## src/rtl/fifo_arb_pkg.sv

```systemverilog
// fifo_arb_pkg: shared definitions for the FIFO write-side arbiter.
//   arb_state_e     - arbiter FSM states
//   SRC_LSB/LAST_BIT - tag layout of a beat at the default widths
//   tagged_beat_t   - {src, last, data} beat at the default widths
//   last_bit/src_lsb - tag layout for an arbitrary payload width
package fifo_arb_pkg;

    typedef enum logic [0:0] {
        ARB_IDLE = 1'b0,
        ARB_XFER = 1'b1
    } arb_state_e;

    localparam int unsigned DEF_N_REQ  = 4;
    localparam int unsigned DEF_DATA_W = 32;
    localparam int unsigned DEF_SRC_W  = 2;

    // Beat layout, MSB first: {src, last, data}
    localparam int unsigned LAST_BIT = DEF_DATA_W;
    localparam int unsigned SRC_LSB  = DEF_DATA_W + 1;

    typedef struct packed {
        logic [DEF_SRC_W-1:0]  src;
        logic                  last;
        logic [DEF_DATA_W-1:0] data;
    } tagged_beat_t;

    function automatic int unsigned last_bit(input int unsigned data_w);
        return data_w;
    endfunction

    function automatic int unsigned src_lsb(input int unsigned data_w);
        return data_w + 1;
    endfunction

endpackage

```

## src/rtl/rr_pick.sv

```systemverilog
// rr_pick: combinational round-robin priority pick.
//   req_i   - request mask
//   ptr_i   - index with highest priority this cycle
//   found_o - at least one request set
//   idx_o   - first set request scanning ptr_i, ptr_i+1, ... mod N
module rr_pick #(
    parameter int unsigned N     = 4,
    parameter int unsigned IDX_W = (N > 1) ? $clog2(N) : 1
) (
    input  logic [N-1:0]     req_i,
    input  logic [IDX_W-1:0] ptr_i,
    output logic             found_o,
    output logic [IDX_W-1:0] idx_o
);

    logic [2*N-1:0] dbl;
    logic [2*N-1:0] shifted;
    logic [N-1:0]   rot;

    // Rotate the mask so that bit 0 is the pointer position; the scan is
    // then a plain lowest-set-bit search with the index mapped back.
    always_comb begin
        dbl     = {req_i, req_i};
        shifted = dbl >> ptr_i;
        rot     = shifted[N-1:0];
    end

    always_comb begin
        int unsigned pos;
        found_o = 1'b0;
        idx_o   = '0;
        pos     = 0;
        for (int unsigned k = 0; k < N; k++) begin
            pos = 32'(ptr_i) + k;
            if (pos >= N) begin
                pos = pos - N;
            end
            if (!found_o && rot[k]) begin
                found_o = 1'b1;
                idx_o   = IDX_W'(pos);
            end
        end
    end

endmodule

```

## src/rtl/fifo_wr_arbiter.sv

```systemverilog
// fifo_wr_arbiter: packet-atomic round-robin arbiter sharing the async_fifo
// write port between N_REQ requesters (write clock domain).
//   wr_clk, wr_rst_n    - clock, synchronous active-low reset
//   cfg_enable          - per-requester enable for new grants
//   req_valid/data/last - requester beat streams, req_ready back
//   fifo_wr_en/data     - registered FIFO write, data = {src, last, data}
//   fifo_wr_full        - FIFO full; write takes effect when en && !full
//   grant_active/idx    - packet grant status
//   pkt_count           - packets forwarded (wrapping)
//   stall_count         - cycles with en && full (saturating)
module fifo_wr_arbiter
    import fifo_arb_pkg::*;
#(
    parameter int unsigned N_REQ  = 4,
    parameter int unsigned DATA_W = 32,
    parameter int unsigned SRC_W  = (N_REQ > 1) ? $clog2(N_REQ) : 1,
    parameter int unsigned CNT_W  = 16
) (
    input  logic                      wr_clk,
    input  logic                      wr_rst_n,
    input  logic [N_REQ-1:0]          cfg_enable,
    input  logic [N_REQ-1:0]          req_valid,
    input  logic [N_REQ*DATA_W-1:0]   req_data,
    input  logic [N_REQ-1:0]          req_last,
    output logic [N_REQ-1:0]          req_ready,
    output logic                      fifo_wr_en,
    output logic [SRC_W+1+DATA_W-1:0] fifo_wr_data,
    input  logic                      fifo_wr_full,
    output logic                      grant_active,
    output logic [SRC_W-1:0]          grant_idx,
    output logic [CNT_W-1:0]          pkt_count,
    output logic [CNT_W-1:0]          stall_count
);

    localparam int unsigned TAG_W  = SRC_W + 1 + DATA_W;
    localparam int unsigned LAST_B = last_bit(DATA_W);
    localparam int unsigned SRC_B  = src_lsb(DATA_W);

    arb_state_e        state_q, state_d;
    logic [SRC_W-1:0]  rr_ptr_q, rr_ptr_d;
    logic [SRC_W-1:0]  grant_idx_q, grant_idx_d;
    logic              grant_active_q, grant_active_d;
    logic              wr_en_q, wr_en_d;
    logic [TAG_W-1:0]  wr_data_q, wr_data_d;
    logic [CNT_W-1:0]  pkt_cnt_q, pkt_cnt_d;
    logic [CNT_W-1:0]  stall_cnt_q, stall_cnt_d;

    logic [N_REQ-1:0]  cand;
    logic              pick_found;
    logic [SRC_W-1:0]  pick_idx;

    logic              load;
    logic              accept;
    logic              g_valid;
    logic              g_last;
    logic [DATA_W-1:0] g_data;

    assign cand = req_valid & cfg_enable;

    rr_pick #(
        .N     (N_REQ),
        .IDX_W (SRC_W)
    ) u_rr_pick (
        .req_i   (cand),
        .ptr_i   (rr_ptr_q),
        .found_o (pick_found),
        .idx_o   (pick_idx)
    );

    // The output register can take a beat when it is empty or being drained
    // this edge; depends on registered state plus full, never on req_valid.
    assign load   = !wr_en_q || !fifo_wr_full;
    assign accept = (state_q == ARB_XFER) && g_valid && load;

    always_comb begin
        g_valid   = 1'b0;
        g_last    = 1'b0;
        g_data    = '0;
        req_ready = '0;
        for (int unsigned i = 0; i < N_REQ; i++) begin
            if (grant_idx_q == SRC_W'(i)) begin
                g_valid = req_valid[i];
                g_last  = req_last[i];
                g_data  = req_data[i*DATA_W +: DATA_W];
                if (state_q == ARB_XFER) begin
                    req_ready[i] = load;
                end
            end
        end
    end

    always_comb begin
        state_d        = state_q;
        rr_ptr_d       = rr_ptr_q;
        grant_idx_d    = grant_idx_q;
        grant_active_d = grant_active_q;
        pkt_cnt_d      = pkt_cnt_q;
        case (state_q)
            ARB_IDLE: begin
                if (pick_found) begin
                    grant_idx_d    = pick_idx;
                    grant_active_d = 1'b1;
                    state_d        = ARB_XFER;
                end
            end
            ARB_XFER: begin
                if (accept && g_last) begin
                    state_d        = ARB_IDLE;
                    grant_active_d = 1'b0;
                    rr_ptr_d       = (32'(grant_idx_q) == N_REQ - 1) ? '0
                                   : grant_idx_q + SRC_W'(1);
                    pkt_cnt_d      = pkt_cnt_q + CNT_W'(1);
                end
            end
            default: state_d = ARB_IDLE;
        endcase
    end

    // Output stage drains in either state; held stable while full.
    always_comb begin
        wr_en_d     = wr_en_q;
        wr_data_d   = wr_data_q;
        stall_cnt_d = stall_cnt_q;
        if (accept) begin
            wr_en_d                    = 1'b1;
            wr_data_d                  = '0;
            wr_data_d[DATA_W-1:0]      = g_data;
            wr_data_d[LAST_B]          = g_last;
            wr_data_d[SRC_B +: SRC_W]  = grant_idx_q;
        end else if (wr_en_q && !fifo_wr_full) begin
            wr_en_d = 1'b0;
        end
        if (wr_en_q && fifo_wr_full && (stall_cnt_q != '1)) begin
            stall_cnt_d = stall_cnt_q + CNT_W'(1);
        end
    end

    always_ff @(posedge wr_clk) begin
        if (!wr_rst_n) begin
            state_q        <= ARB_IDLE;
            rr_ptr_q       <= '0;
            grant_idx_q    <= '0;
            grant_active_q <= 1'b0;
            wr_en_q        <= 1'b0;
            wr_data_q      <= '0;
            pkt_cnt_q      <= '0;
            stall_cnt_q    <= '0;
        end else begin
            state_q        <= state_d;
            rr_ptr_q       <= rr_ptr_d;
            grant_idx_q    <= grant_idx_d;
            grant_active_q <= grant_active_d;
            wr_en_q        <= wr_en_d;
            wr_data_q      <= wr_data_d;
            pkt_cnt_q      <= pkt_cnt_d;
            stall_cnt_q    <= stall_cnt_d;
        end
    end

    assign fifo_wr_en   = wr_en_q;
    assign fifo_wr_data = wr_data_q;
    assign grant_active = grant_active_q;
    assign grant_idx    = grant_idx_q;
    assign pkt_count    = pkt_cnt_q;
    assign stall_count  = stall_cnt_q;

    a_hold_while_full: assert property (
        @(posedge wr_clk) disable iff (!wr_rst_n)
        (fifo_wr_en && fifo_wr_full) |=> $stable(fifo_wr_data)
    );

endmodule

```

## config.mk

```make
export PLATFORM = sky130hd
export DESIGN_NAME = fifo_wr_arbiter
export DESIGN_NICKNAME = d
export VERILOG_FILES = /design/src/rtl/fifo_arb_pkg.sv /design/src/rtl/rr_pick.sv /design/src/rtl/fifo_wr_arbiter.sv
export SDC_FILE = /design/constraint.sdc
export NUM_CORES = 1
export LEC_CHECK = 0
export ABC_AREA = 1
export CORE_MARGIN = 4
export CORE_UTILIZATION = 35
export CTS_CLUSTER_SIZE = 16
export DETAILED_ROUTE_END_ITERATION = 10
export GPL_ROUTABILITY_DRIVEN = 1
export PLACE_DENSITY = 0.73
export SYNTH_ARGS = -nofsm -noshare
export SYNTH_HDL_FRONTEND = slang
export SYNTH_SLANG_ARGS = --single-unit
```

## constraint.sdc

```tcl
create_clock -name wr_clk -period 5.52 [get_ports wr_clk]
set_input_delay 1.104 -clock wr_clk [delete_from_list [all_inputs] [get_ports wr_clk]]
set_output_delay 1.104 -clock wr_clk [all_outputs]
set_load 0.02 [all_outputs]
```

After elaboration in Yosys (flattened, before gate mapping)
Cells that the tools add are included.
{"block": "totals", "output_inout_bits": 75, "in_bits": 143, "word_cells": 89, "regBits": 74}
{"block": "classes", "n_addsub": 10, "reduce_logical": 20, "n_eq_ne": 6, "mux": 38, "n_bitwise": 2, "magnitude_cmp": 4, "shift": 1}
{"op": "2-to-1 mux 32 bit", "count": 4}
{"op": "adder 16 x 1 -> 16 bit (second input constant)", "count": 2}
{"op": "2-to-1 mux 1 bit", "count": 23}
{"op": "2-to-1 mux 2 bit", "count": 9}
{"op": "!= test 16 bit (second input constant)", "count": 1}
{"op": "greater-or-equal comparator 3 bit (second input constant)", "count": 3}
{"op": "logical AND 1 bit", "count": 9}
{"op": "right shift 8 x 2 -> 4 bit", "count": 1}
{"op": "subtractor 2 x 1 -> 2 bit (second input constant)", "count": 4}
{"op": "adder 2 x 2 -> 3 bit (second input constant)", "count": 2}
{"op": "AND reduction 2 bit", "count": 3}
{"op": "logical NOT 1 bit", "count": 5}
{"op": "AND 4 bit", "count": 1}
{"op": "== test 2 bit (second input constant)", "count": 2}
{"op": "case mux 1 bit (2 select lines)", "count": 2}
{"op": "adder 2 x 1 -> 3 bit (second input constant)", "count": 1}
{"op": "greater-or-equal comparator 2 x 3 -> 1 bit (second input constant)", "count": 1}
{"op": "adder 2 x 1 -> 2 bit (second input constant)", "count": 1}
{"op": "== test 2 x 1 -> 1 bit (second input constant)", "count": 1}
{"op": "logical NOT 2 bit", "count": 1}
{"op": "!= test 2 x 1 -> 1 bit (second input constant)", "count": 1}
{"op": "!= test 2 bit (second input constant)", "count": 1}
{"op": "nonzero test 2 bit", "count": 1}
{"op": "logical OR 1 bit", "count": 1}
{"op": "inverter 1 bit", "count": 1}

Depth between registers and ports, before layout
Gate-level depths: netlist (run 1).
{"block": "logic_depth", "depth_word": 14, "mapped_depth": 14, "ltp_nobuf": 13}

By module
Synthesis (run 1) repeated with hierarchy kept, for this count alone.
{"block": "unflattened", "hier_cells": 764, "area_unflattened_um2": 4682.0}
{"mod": "fifo_wr_arbiter", "seq_area_each_um2": 1481.4, "instances": 1, "area_each_um2": 4351.7, "cells_each": 711}
{"mod": "rr_pick", "seq_area_each_um2": 0.0, "instances": 1, "area_each_um2": 330.3, "cells_each": 53}

Worst setup path after synthesis (run 1)
Ideal clock, no wire load.
{"block": "synth_path", "path_kind": "input to output", "start": "input port fifo_wr_full", "end": "output port req_ready[0]", "n_path_buf": 0, "cell_stages": 3, "t_arrival_ns": 1.697, "setup_slack_ns": 2.719, "required_ns": 4.416, "cell_sequence": "nand2_1 > nand2_1 > nor2_1"}
{"block": "synth_between", "elab_chain_cells": 4}
{"element": "start: declaration", "line_no": "fifo_wr_arbiter.sv:28", "rtl": "input logic fifo_wr_full,"}
{"element": "logical NOT 1 bit", "line_no": "fifo_wr_arbiter.sv:72", "rtl": "assign load = !wr_en_q || !fifo_wr_full;"}
{"element": "logical OR 1 bit", "line_no": "fifo_wr_arbiter.sv:72"}
{"element": "2-to-1 mux 1 bit", "line_no": "fifo_wr_arbiter.sv:85", "rtl": "if (state_q == ARB_XFER) begin"}
{"element": "2-to-1 mux 1 bit", "line_no": "fifo_wr_arbiter.sv:81", "rtl": "if (grant_idx_q == SRC_W'(i)) begin"}
{"element": "end: declaration", "line_no": "fifo_wr_arbiter.sv:25", "rtl": "output logic [N_REQ-1:0] req_ready,"}
No other way between the ends.

Final worst setup path (run 1)
{"block": "layout_path", "start": "input port fifo_wr_full", "end": "output port req_ready[2]"}
The elaborated chain is that of the path after synthesis.

==> results of run 1 <==
-- how the worst min path moves through the flow --
| stage | start | to | slack [ns] | depth (start not counted) |
|---|---|---|---|---|
| after detailed placement | grant_active$_SDFFE_PN0P_ | grant_active$_SDFFE_PN0P_ | 0.46 | 2 |
| after global placement | grant_active$_SDFFE_PN0P_ | grant_active$_SDFFE_PN0P_ | 0.46 | 2 |
| after CTS | grant_active$_SDFFE_PN0P_ | grant_active$_SDFFE_PN0P_ | 0.47 | 2 |
| after global routing | fifo_wr_data[32]$_SDFFE_PN0P_ | fifo_wr_data[32]$_SDFFE_PN0P_ | 0.49 | 2 |
| after floorplan | state_q$_SDFF_PN0_ | state_q$_SDFF_PN0_ | 0.47 | 2 |
| final | grant_active$_SDFFE_PN0P_ | grant_active$_SDFFE_PN0P_ | 0.46 | 2 |
-- power by group through the flow --
stage	logic, mW	registers (mW)	clock network, mW
4_1_cts	1.48	0.704	0.614
3_5_place_dp	1.48	0.716	0
5_1_grt	1.64	0.717	0.635
6_report	1.46	0.703	0.597
3_3_place_gp	1.47	0.710	0
2_1_floorplan	0.892	0.813	0
-- metrics by stage --
stage | worst slack (ns) | power [mW] | std cells
after floorplan | 2.72 | 1.71 | 703
after global placement | 1.73 | 2.18 | 1055
after detailed placement | 1.73 | 2.19 | 1055
after CTS | 1.73 | 2.80 | 1071
after global routing | 1.63 | 2.99 | 1071
final | 1.75 | 2.76 | 1071
-- registers in the layout (all words and copies together), names as in the netlist --
register      count
pkt_count        16
fifo_wr_data     35
grant_active      1
rr_ptr_q          2
grant_idx         2
state_q           1
stall_count      16
fifo_wr_en        1
-- cells in the mapped netlist --
| library cell | instances |
|---|---|
| nand2_1 | 198 |
| a21oi_1 | 131 |
| nor2_1 | 78 |
| dfxtp_1 | 74 |
| nand3_1 | 39 |
| inv_1 | 37 |
| o211ai_1 | 32 |
| clkbuf_1 | 21 |
| nor3_1 | 14 |
| xor2_1 | 12 |
| o21ai_0 | 11 |
| buf_2 | 10 |
| nand4_1 | 7 |
| ha_1 | 6 |
| buf_6 | 5 |
| inv_2 | 4 |
| buf_1 | 3 |
| buf_4 | 3 |
| xnor2_1 | 3 |
| and3_1 | 2 |
| nor2_2 | 2 |
| o21ai_2 | 2 |
| a211oi_1 | 1 |
| a21oi_2 | 1 |
| and2_1 | 1 |
| nand3_4 | 1 |
| nand3b_1 | 1 |
| nor2_4 | 1 |
| nor2_8 | 1 |
| nor4_1 | 1 |
| o211ai_2 | 1 |
-- worst register-to-register path, cell delays in order, from the launching register on --
cell     delay [ns]
dfxtp_1        0.38
inv_1          0.12
ha_1           0.20
buf_4          0.26
nor2_4         0.67
nand2_1        0.13
nand2_1        0.09
nand2_1        0.05
nand2_1        0.10
o21ai_2        0.09
nor2_8         0.31
inv_2          0.22
nand2_1        0.11
a21oi_1        0.06
-- layer usage --
layer | up-vias | wire (microns)
met4 | 0 | 376
met1 | 2384 | 6880
met2 | 179 | 7670
met5 | - | 0
met3 | 26 | 1260
li1 | 2714 | -
-- final cells by class --
cell class	count	area [sq um]
fill	1245	5610
multi-input combinational	546	2640
timing repair buffer	222	2210
sequential	74	1480
clock buffer	11	243
tap	172	215
inverter	41	154
clock inverter	5	62.6
-- logic make-up (layout without fill, tap and decap cells) --
kind of cell / count (synthesis) / after routing / share of synthesized area
AND/OR/NAND/NOR: 346 / 346 / 0.320
adder cells (fa/ha/maj): 6 / 6 / 0.0167
AO/OA/AOI/OAI: 179 / 179 / 0.222
flip-flops: 74 / 74 / 0.329
XOR/XNOR: 15 / 15 / 0.0292
buffers and inverters: 83 / 279 / 0.0829
==> results_dict.tcl, run 1 <==
set metrics [dict create \
    outcome "finished, final reports clean" \
    yosys.area.top_type_share 0.329 \
    drcViolationCount 0 \
    period_share 0.683 \
    place.gp.congestion 0.869 \
    drtIter0Drc 362 \
    wl_per_cell_microns 15.1 \
    met2_usage 0.364 \
    dpl.hpwl_microns 11700 \
    wirelength_microns 16200 \
    dr.pass1.iters 4 \
    max_stage_delay_ns 0.62 \
    max_freq_mhz 265 \
    grt_use_met1 0.258 \
    syn_avg_cell_area_sq_um 6.40 \
    port_buffers 217 \
    start_kind "primary input" \
    fin_crit_ns 3.77 \
    p_leak_nw 2.61 \
    cts_hold_buffers 0 \
    switching_share 0.425 \
    cp.arrival_ns 2.67 \
    holdWs_ns 0.464 \
    grt_overflow 0 \
    timing.rr.end "rr_ptr_q[0]$_SDFFE_PN0P_" \
    root_buffer "clkbuf_16" \
    required_ns 4.42 \
    die_w_microns 121 \
    mostFrequentLayoutCell "clkdlybuf4s50_1" \
    via_count 5303 \
    endpoint "req_ready[2]" \
    initial_core_util 0.356 \
    rows 41 \
    grt_pass1_vias 5082 \
    finalSetupViolations 0 \
    rsz0062_at_grt "false" \
    cts_max_level 3 \
    cts.sinks 74 \
    worst_clock_skew_ns 0.00620 \
    die_area_sq_um 14700 \
    antenna_cells 0 \
    die_h_microns 121 \
    tightest_slew_ns 1.05 \
    synth_fp_nets 852 \
    hold_class "reg2reg" \
    grt_first_pass_wirelength_microns 25400 \
    rrSetupSlack_ns 2.57 \
    layout_common_cells "217 x clkdlybuf4s50_1, 198 x nand2_1, 131 x a21oi_1, 78 x nor2_1, 74 x dfxtp_1" \
    cap_violations 0 \
    ys_warn_count 0 \
    cts_tree "yes" \
    vdd_drop_max_mv 0.149 \
    ios 218 \
    ys_types 31 \
    top_usage_layer "met2" \
    synth_top_area_cell "dfxtp_1" \
    antenna_found_initial 0 \
    cp-end-kind "output port" \
    path_buf_inv 2 \
    cp.depth 5 \
    synth-seq-area-share 0.329 \
    switchingPower_mw 1.17 \
    final_layout_size_suffix_gt1_frac 0.0378 \
    post_cts_buffers 0 \
    setup_tns_ns 0 \
    relSlewSlack 0.301 \
    maxSlewViolCount 0 \
    worstReg2RegStart "grant_idx[1]$_SDFFE_PN0P_" \
    cts_buffers 9 \
    coreArea_sq_um 12600 \
    crit_family "buffers and inverters" \
    synthCells 703 \
    place_area_sq_um 6700 \
    cts.clk_slew.worst_paths_ns 0.06 \
    post_cts_resized 0 \
    clk_latency_ns 0.34 \
    p_clk_frac 0.216 \
    synth_seq_cells 74 \
    avgViaCountPerCell 4.95 \
    startpoint "fifo_wr_full" \
    fin_util 0.555 \
    postRouteAntennaNets 0 \
    critPathSlowestCell "clkdlybuf4s50_1" \
    design_area_sq_um 7010 \
    p_int_mw 1.59 \
    comb_power_share 0.530 \
    nets 1043 \
    syn_area_sq_um 4500 \
    synth_area_leaders "dfxtp_1 33%, nand2_1 17%, a21oi_1 15%, nor2_1 6.5%, o211ai_1 5.3%" \
    cp_max_fo 6 \
    use_met3 0.0592 \
    clk_path_buf_depth 2 \
    grt_max_degree 69 \
    crit_chain "clkdlybuf4s50_1 > nand2_1 > nand2_1 > nor2_1 > clkdlybuf4s50_1" \
    power_frac_seq 0.255 \
    syn2layout_area_growth_pct 55.8 \
    crit_type "in2out" \
    reg2reg_depth 13 \
    grt_use_total 0.214 \
    p_per_area_nw_per_um2 394 \
    final-hold-violation-count 0 \
]
No activity file was read; power rests on OpenSTA's default activity.
==> run 2: changes to the inputs <==
--- a/config.mk
+++ b/config.mk
@@ -11,7 +11,7 @@
 export CTS_CLUSTER_SIZE = 16
 export DETAILED_ROUTE_END_ITERATION = 10
 export GPL_ROUTABILITY_DRIVEN = 1
-export PLACE_DENSITY = 0.73
+export PLACE_DENSITY = 0.76
 export SYNTH_ARGS = -nofsm -noshare
 export SYNTH_HDL_FRONTEND = slang
 export SYNTH_SLANG_ARGS = --single-unit
==> constraint.sdc (replaced) <==
create_clock -name wr_clk -period 3.43 [get_ports wr_clk]
set_input_delay 0.686 -clock wr_clk [delete_from_list [all_inputs] [get_ports wr_clk]]
set_output_delay 0.686 -clock wr_clk [all_outputs]
set_load 0.02 [all_outputs]
==> run 2 against run 1 <==
Total power up 64%. Register-to-register slack worse by 1.5 ns. Flip-flop and latch count unchanged. Routed wire length up 0.49%. First-iteration DRC count down 25%. Combinational power up 64%. Sequential power up 61%.
==> results_dict.tcl, run 2 (synthesized netlist as in run 1, its figures left out) <==
set metrics [dict create \
    outcome "finished, final reports clean" \
    max_freq_mhz 359 \
    cp-end-kind "output port" \
    crit_family "buffers and inverters" \
    final_layout_size_suffix_gt1_frac 0.0420 \
    post_cts_buffers 0 \
    maxSlewViolCount 0 \
    critPathSlowestCell "clkdlybuf4s50_1" \
    cap_violations 0 \
    setup_tns_ns 0 \
    dp_cells 1061 \
    max_stage_delay_ns 0.61 \
    wirelength_microns 16300 \
    ios 218 \
    period_share 0.812 \
    hold_path_depth 2 \
    die_area_sq_um 14700 \
    rows 41 \
    hold_path_end "fifo_wr_data[33]$_SDFFE_PN0P_" \
    fin_ws_ns 0.644 \
    drtIter0Drc 270 \
    cp.depth 5 \
    cts.sinks 74 \
    worstReg2RegStart "grant_idx[0]$_SDFFE_PN0P_" \
    post_cts_resized 0 \
    postRouteAntennaNets 0 \
    dpl.hpwl_microns 12100 \
    grt_first_pass_wirelength_microns 25100 \
    reg2reg_depth 11 \
    p_per_area_nw_per_um2 642 \
    worst_clock_skew_ns 0.00633 \
    layout_common_cells "217 x clkdlybuf4s50_1, 198 x nand2_1, 131 x a21oi_1, 78 x nor2_1, 74 x dfxtp_1" \
    via_count 5303 \
    initial_core_util 0.356 \
    dr.pass1.iters 4 \
    nets 1049 \
    relSlewSlack 0.538 \
    min_from "fifo_wr_data[33]$_SDFFE_PN0P_" \
    vdd_drop_max_mv 0.230 \
    place.gp.congestion 0.893 \
    syn2layout_area_growth_pct 57.0 \
    die_w_microns 121 \
    wl_per_cell_microns 15.1 \
    grt_overflow 0 \
    finalSetupViolations 0 \
    rrSetupSlack_ns 1.04 \
    cts_hold_buffers 0 \
    cts.clk_slew.worst_paths_ns 0.05 \
    post-place-ws_ns 0.627 \
    grt_max_degree 69 \
    p_leak_nw 2.65 \
    grt_use_total 0.215 \
    clk_path_buf_depth 2 \
    cp_max_fo 4 \
    die_h_microns 121 \
    root_buffer "clkbuf_16" \
    timing.rr.end "rr_ptr_q[0]$_SDFFE_PN0P_" \
    port_buffers 217 \
    mostFrequentLayoutCell "clkdlybuf4s50_1" \
    rsz0062_at_grt "false" \
    largest_reg_flops 35 \
    hold_class "reg2reg" \
    clk_latency_ns 0.34 \
    crit_chain "clkdlybuf4s50_1 > nand2_1 > nand2_1 > nor2_1 > clkdlybuf4s50_1" \
    crit_type "in2out" \
    grt_pass1_vias 5010 \
    required_ns 2.74 \
    coreArea_sq_um 12600 \
    final-hold-violation-count 0 \
    stdcell_count 1076 \
    antenna_cells 0 \
    antenna_found_initial 0 \
    tightest_slew_ns 0.693 \
    cts_buffers 9 \
    start_kind "primary input" \
    cts_max_level 3 \
    drcViolationCount 0 \
    avgViaCountPerCell 4.93 \
    cp.arrival_ns 2.10 \
    fin_crit_ns 2.79 \
    cts_tree "yes" \
    path_buf_inv 2 \
]
[run 2: cell types whose count changed in the layout (fill, tap and decap cells not counted)]
cell        previous run  this run
clkbuf_1               1         2
buf_4                  5        11
inv_6                  1         0
clkbuf_8               1         0
clkinv_4               1         2
bufinv_16              1         2
clkinvlp_4             2         0
[run 2: per-stage QoR]
step           total power [mW]  hold WS, ns  utilization  cell area [sq um]
6_report                   4.53        0.476        0.559               7060
2_1_floorplan              2.74        0.466            -               4500
3_3_place_gp               3.54        0.464        0.535               6750
5_1_grt                    4.89        0.487        0.559               7060
4_1_cts                    4.58        0.478        0.559               7060
3_5_place_dp               3.56        0.469        0.535               6750
[run 2: where the power goes]
| group | internal [mW] | leakage (nW) | switching [mW] |
|---|---|---|---|
| Clock | 0.636 | 0.150 | 0.365 |
| Combinational | 0.972 | 1.90 | 1.42 |
| Sequential | 1.02 | 0.599 | 0.109 |
| Total | 2.63 | 2.65 | 1.90 |
[run 2: layer usage]
| layer | up-vias | track usage | part of all wire |
|---|---|---|---|
| met5 | - | 0 | 0 |
| li1 | 2734 | - | - |
| met4 | 0 | 0.0798 | 0.018 |
| met3 | 20 | 0.0541 | 0.076 |
| met1 | 2368 | 0.244 | 0.42 |
| met2 | 181 | 0.385 | 0.49 |
[run 2: worst max path at each step]
stage,end,startpoint
2_1_floorplan,req_ready[2],grant_idx[0]$_SDFFE_PN0P_
3_3_place_gp,req_ready[0],fifo_wr_full
3_5_place_dp,req_ready[1],fifo_wr_full
4_1_cts,req_ready[1],fifo_wr_full
5_1_grt,req_ready[2],fifo_wr_full
6_report,req_ready[1],fifo_wr_full
[run 2: area by class of cell]
cell class,instances,area [sq um]
clock inverters,4,77.6
multi-input cells,546,2640
clock buffers,11,233
inverters,41,154
well taps,172,215
fillers,1239,5560
flip-flops and latches,74,1480
repair buffers,228,2250
[run 2: tightest hold or removal path, cell delays in order (launching register included)]
cell	delay (ns)
dfxtp_1	0.31
nand2_1	0.06
a21oi_1	0.06
==> run 3: changes to the inputs <==
==> constraint.sdc (replaced) <==
create_clock -name wr_clk -period 2.4 [get_ports wr_clk]
set_input_delay 0.48 -clock wr_clk [delete_from_list [all_inputs] [get_ports wr_clk]]
set_output_delay 0.48 -clock wr_clk [all_outputs]
set_load 0.02 [all_outputs]
==> run 3 against run 2 <==
Routed wire length grew 2.6%. Non-clock buffer count grew 11. Hold slack lost 0.0036 ns. Via count grew 2.1%. Cell area grew 1.9%. Sequential power grew 44%. Worst setup slack lost 0.40 ns. Critical path type unchanged.
==> results_dict.tcl, run 3 (synthesized netlist as in run 1, its figures left out) <==
set metrics [dict create \
    wl_per_cell_microns 15.3 \
    clk_latency_ns 0.33 \
    largest_reg_flops 35 \
    final-hold-violation-count 0 \
    cp-end-kind "output port" \
    antenna_found_initial 0 \
    crit_type "in2out" \
    nets 1060 \
    drcViolationCount 0 \
    p_per_area_nw_per_um2 928 \
    grt_first_pass_wirelength_microns 25200 \
    wirelength_microns 16700 \
    cp_max_fo 4 \
    place.gp.congestion 0.932 \
    max_freq_mhz 464 \
    p_total_mw 6.67 \
    relSlewSlack 0.709 \
    grt_use_total 0.213 \
    cts_max_level 3 \
    cp.arrival_ns 1.68 \
    hold_class "reg2reg" \
    holdWs_ns 0.472 \
    clk_path_buf_depth 2 \
    fin_util 0.570 \
    cts_hold_buffers 0 \
    cts.sinks 74 \
    avgViaCountPerCell 4.98 \
    coreArea_sq_um 12600 \
    cts_tree "yes" \
    grt_max_degree 57 \
    mostFrequentLayoutCell "clkdlybuf4s50_1" \
    grt_overflow 0 \
    die_w_microns 121 \
    cap_violations 0 \
    fin_ws_ns 0.245 \
    port_buffers 217 \
    start_kind "primary input" \
    cts.clk_slew.worst_paths_ns 0.06 \
    dr.pass1.iters 6 \
    setup_tns_ns 0 \
    min_from "fifo_wr_data[33]$_SDFFE_PN0P_" \
    syn2layout_area_growth_pct 59.9 \
    die_area_sq_um 14700 \
    fin_crit_ns 2.16 \
    cts_buffers 9 \
    via_count 5413 \
    initial_core_util 0.356 \
    rows 41 \
    ios 218 \
    worstReg2RegStart "grant_idx[1]$_SDFFE_PN0P_" \
    postRouteAntennaNets 0 \
    startpoint "fifo_wr_full" \
    required_ns 1.92 \
    die_h_microns 121 \
    period_share 0.898 \
    maxSlewViolCount 0 \
    final_layout_size_suffix_gt1_frac 0.0590 \
    post-place-ws_ns -0.0177 \
    p_leak_nw 2.78 \
    finalSetupViolations 0 \
    vdd_drop_max_mv 0.368 \
    antenna_cells 0 \
    grt_pass1_vias 5023 \
    drtIter0Drc 332 \
    dpl.hpwl_microns 12700 \
    root_buffer "clkbuf_16" \
    tightest_slew_ns 0.433 \
    rsz0062_at_grt "false" \
    outcome "finished, final reports clean" \
    layout_common_cells "213 x clkdlybuf4s50_1, 198 x nand2_1, 131 x a21oi_1, 78 x nor2_1, 73 x dfxtp_1" \
    worst_clock_skew_ns 0.00427 \
]
-- run 3: final cells by class --
type / count / area [sq um]
Timing Repair Buffer: 239 / 2370
Fill cell: 1238 / 5430
Tap cell: 172 / 215
Inverter: 41 / 154
Sequential cell: 74 / 1480
Clock buffer: 10 / 239
Clock inverter: 6 / 87.6
Multi-Input combinational cell: 546 / 2650
-- run 3: metrics by stage --
stage               cells  cell area, sq um
CTS                  1088              7180
global route         1088              7190
floorplan             703              4500
finish               1088              7190
detailed placement   1072              6860
global placement     1072              6860
-- run 3: worst paths after layout --
path                                        end  slack [ns]  cells past startpoint
setup / recovery                   req_ready[3]        0.24                      5
hold / removal    fifo_wr_data[33]$_SDFFE_PN0P_        0.47                      2
hold reg to reg   fifo_wr_data[33]$_SDFFE_PN0P_        0.47                      2
setup reg to reg             state_q$_SDFF_PN0_        0.34                      9
-- run 3: power by group --
group / switching, mW / leakage, nW / internal (mW)
logic: 2.08 / 2.02 / 1.49
registers: 0.165 / 0.600 / 1.46
clock network: 0.532 / 0.163 / 0.942
total: 2.78 / 2.78 / 3.89
-- run 3: critical path: stages --
cell and delay, ns:
clkdlybuf4s50_1 0.41, nand2_1 0.13, nand2_1 0.15, nor2_1 0.14, dlygate4sd2_1 0.37
-- run 3: layer usage --
metal | up-vias | part of all wire | global-route usage
met5 | - | 0 | 0
met4 | 0 | 0.015 | 0.0630
met3 | 20 | 0.077 | 0.0471
met2 | 176 | 0.50 | 0.385
met1 | 2456 | 0.41 | 0.251
li1 | 2761 | - | -
-- run 3: repair_timing --
item | 4_1_cts | 5_1_grt
setup buffers | 0 | 0
gates resized for setup | 3 | 3
endpoints found under the setup margin | 2 | 3
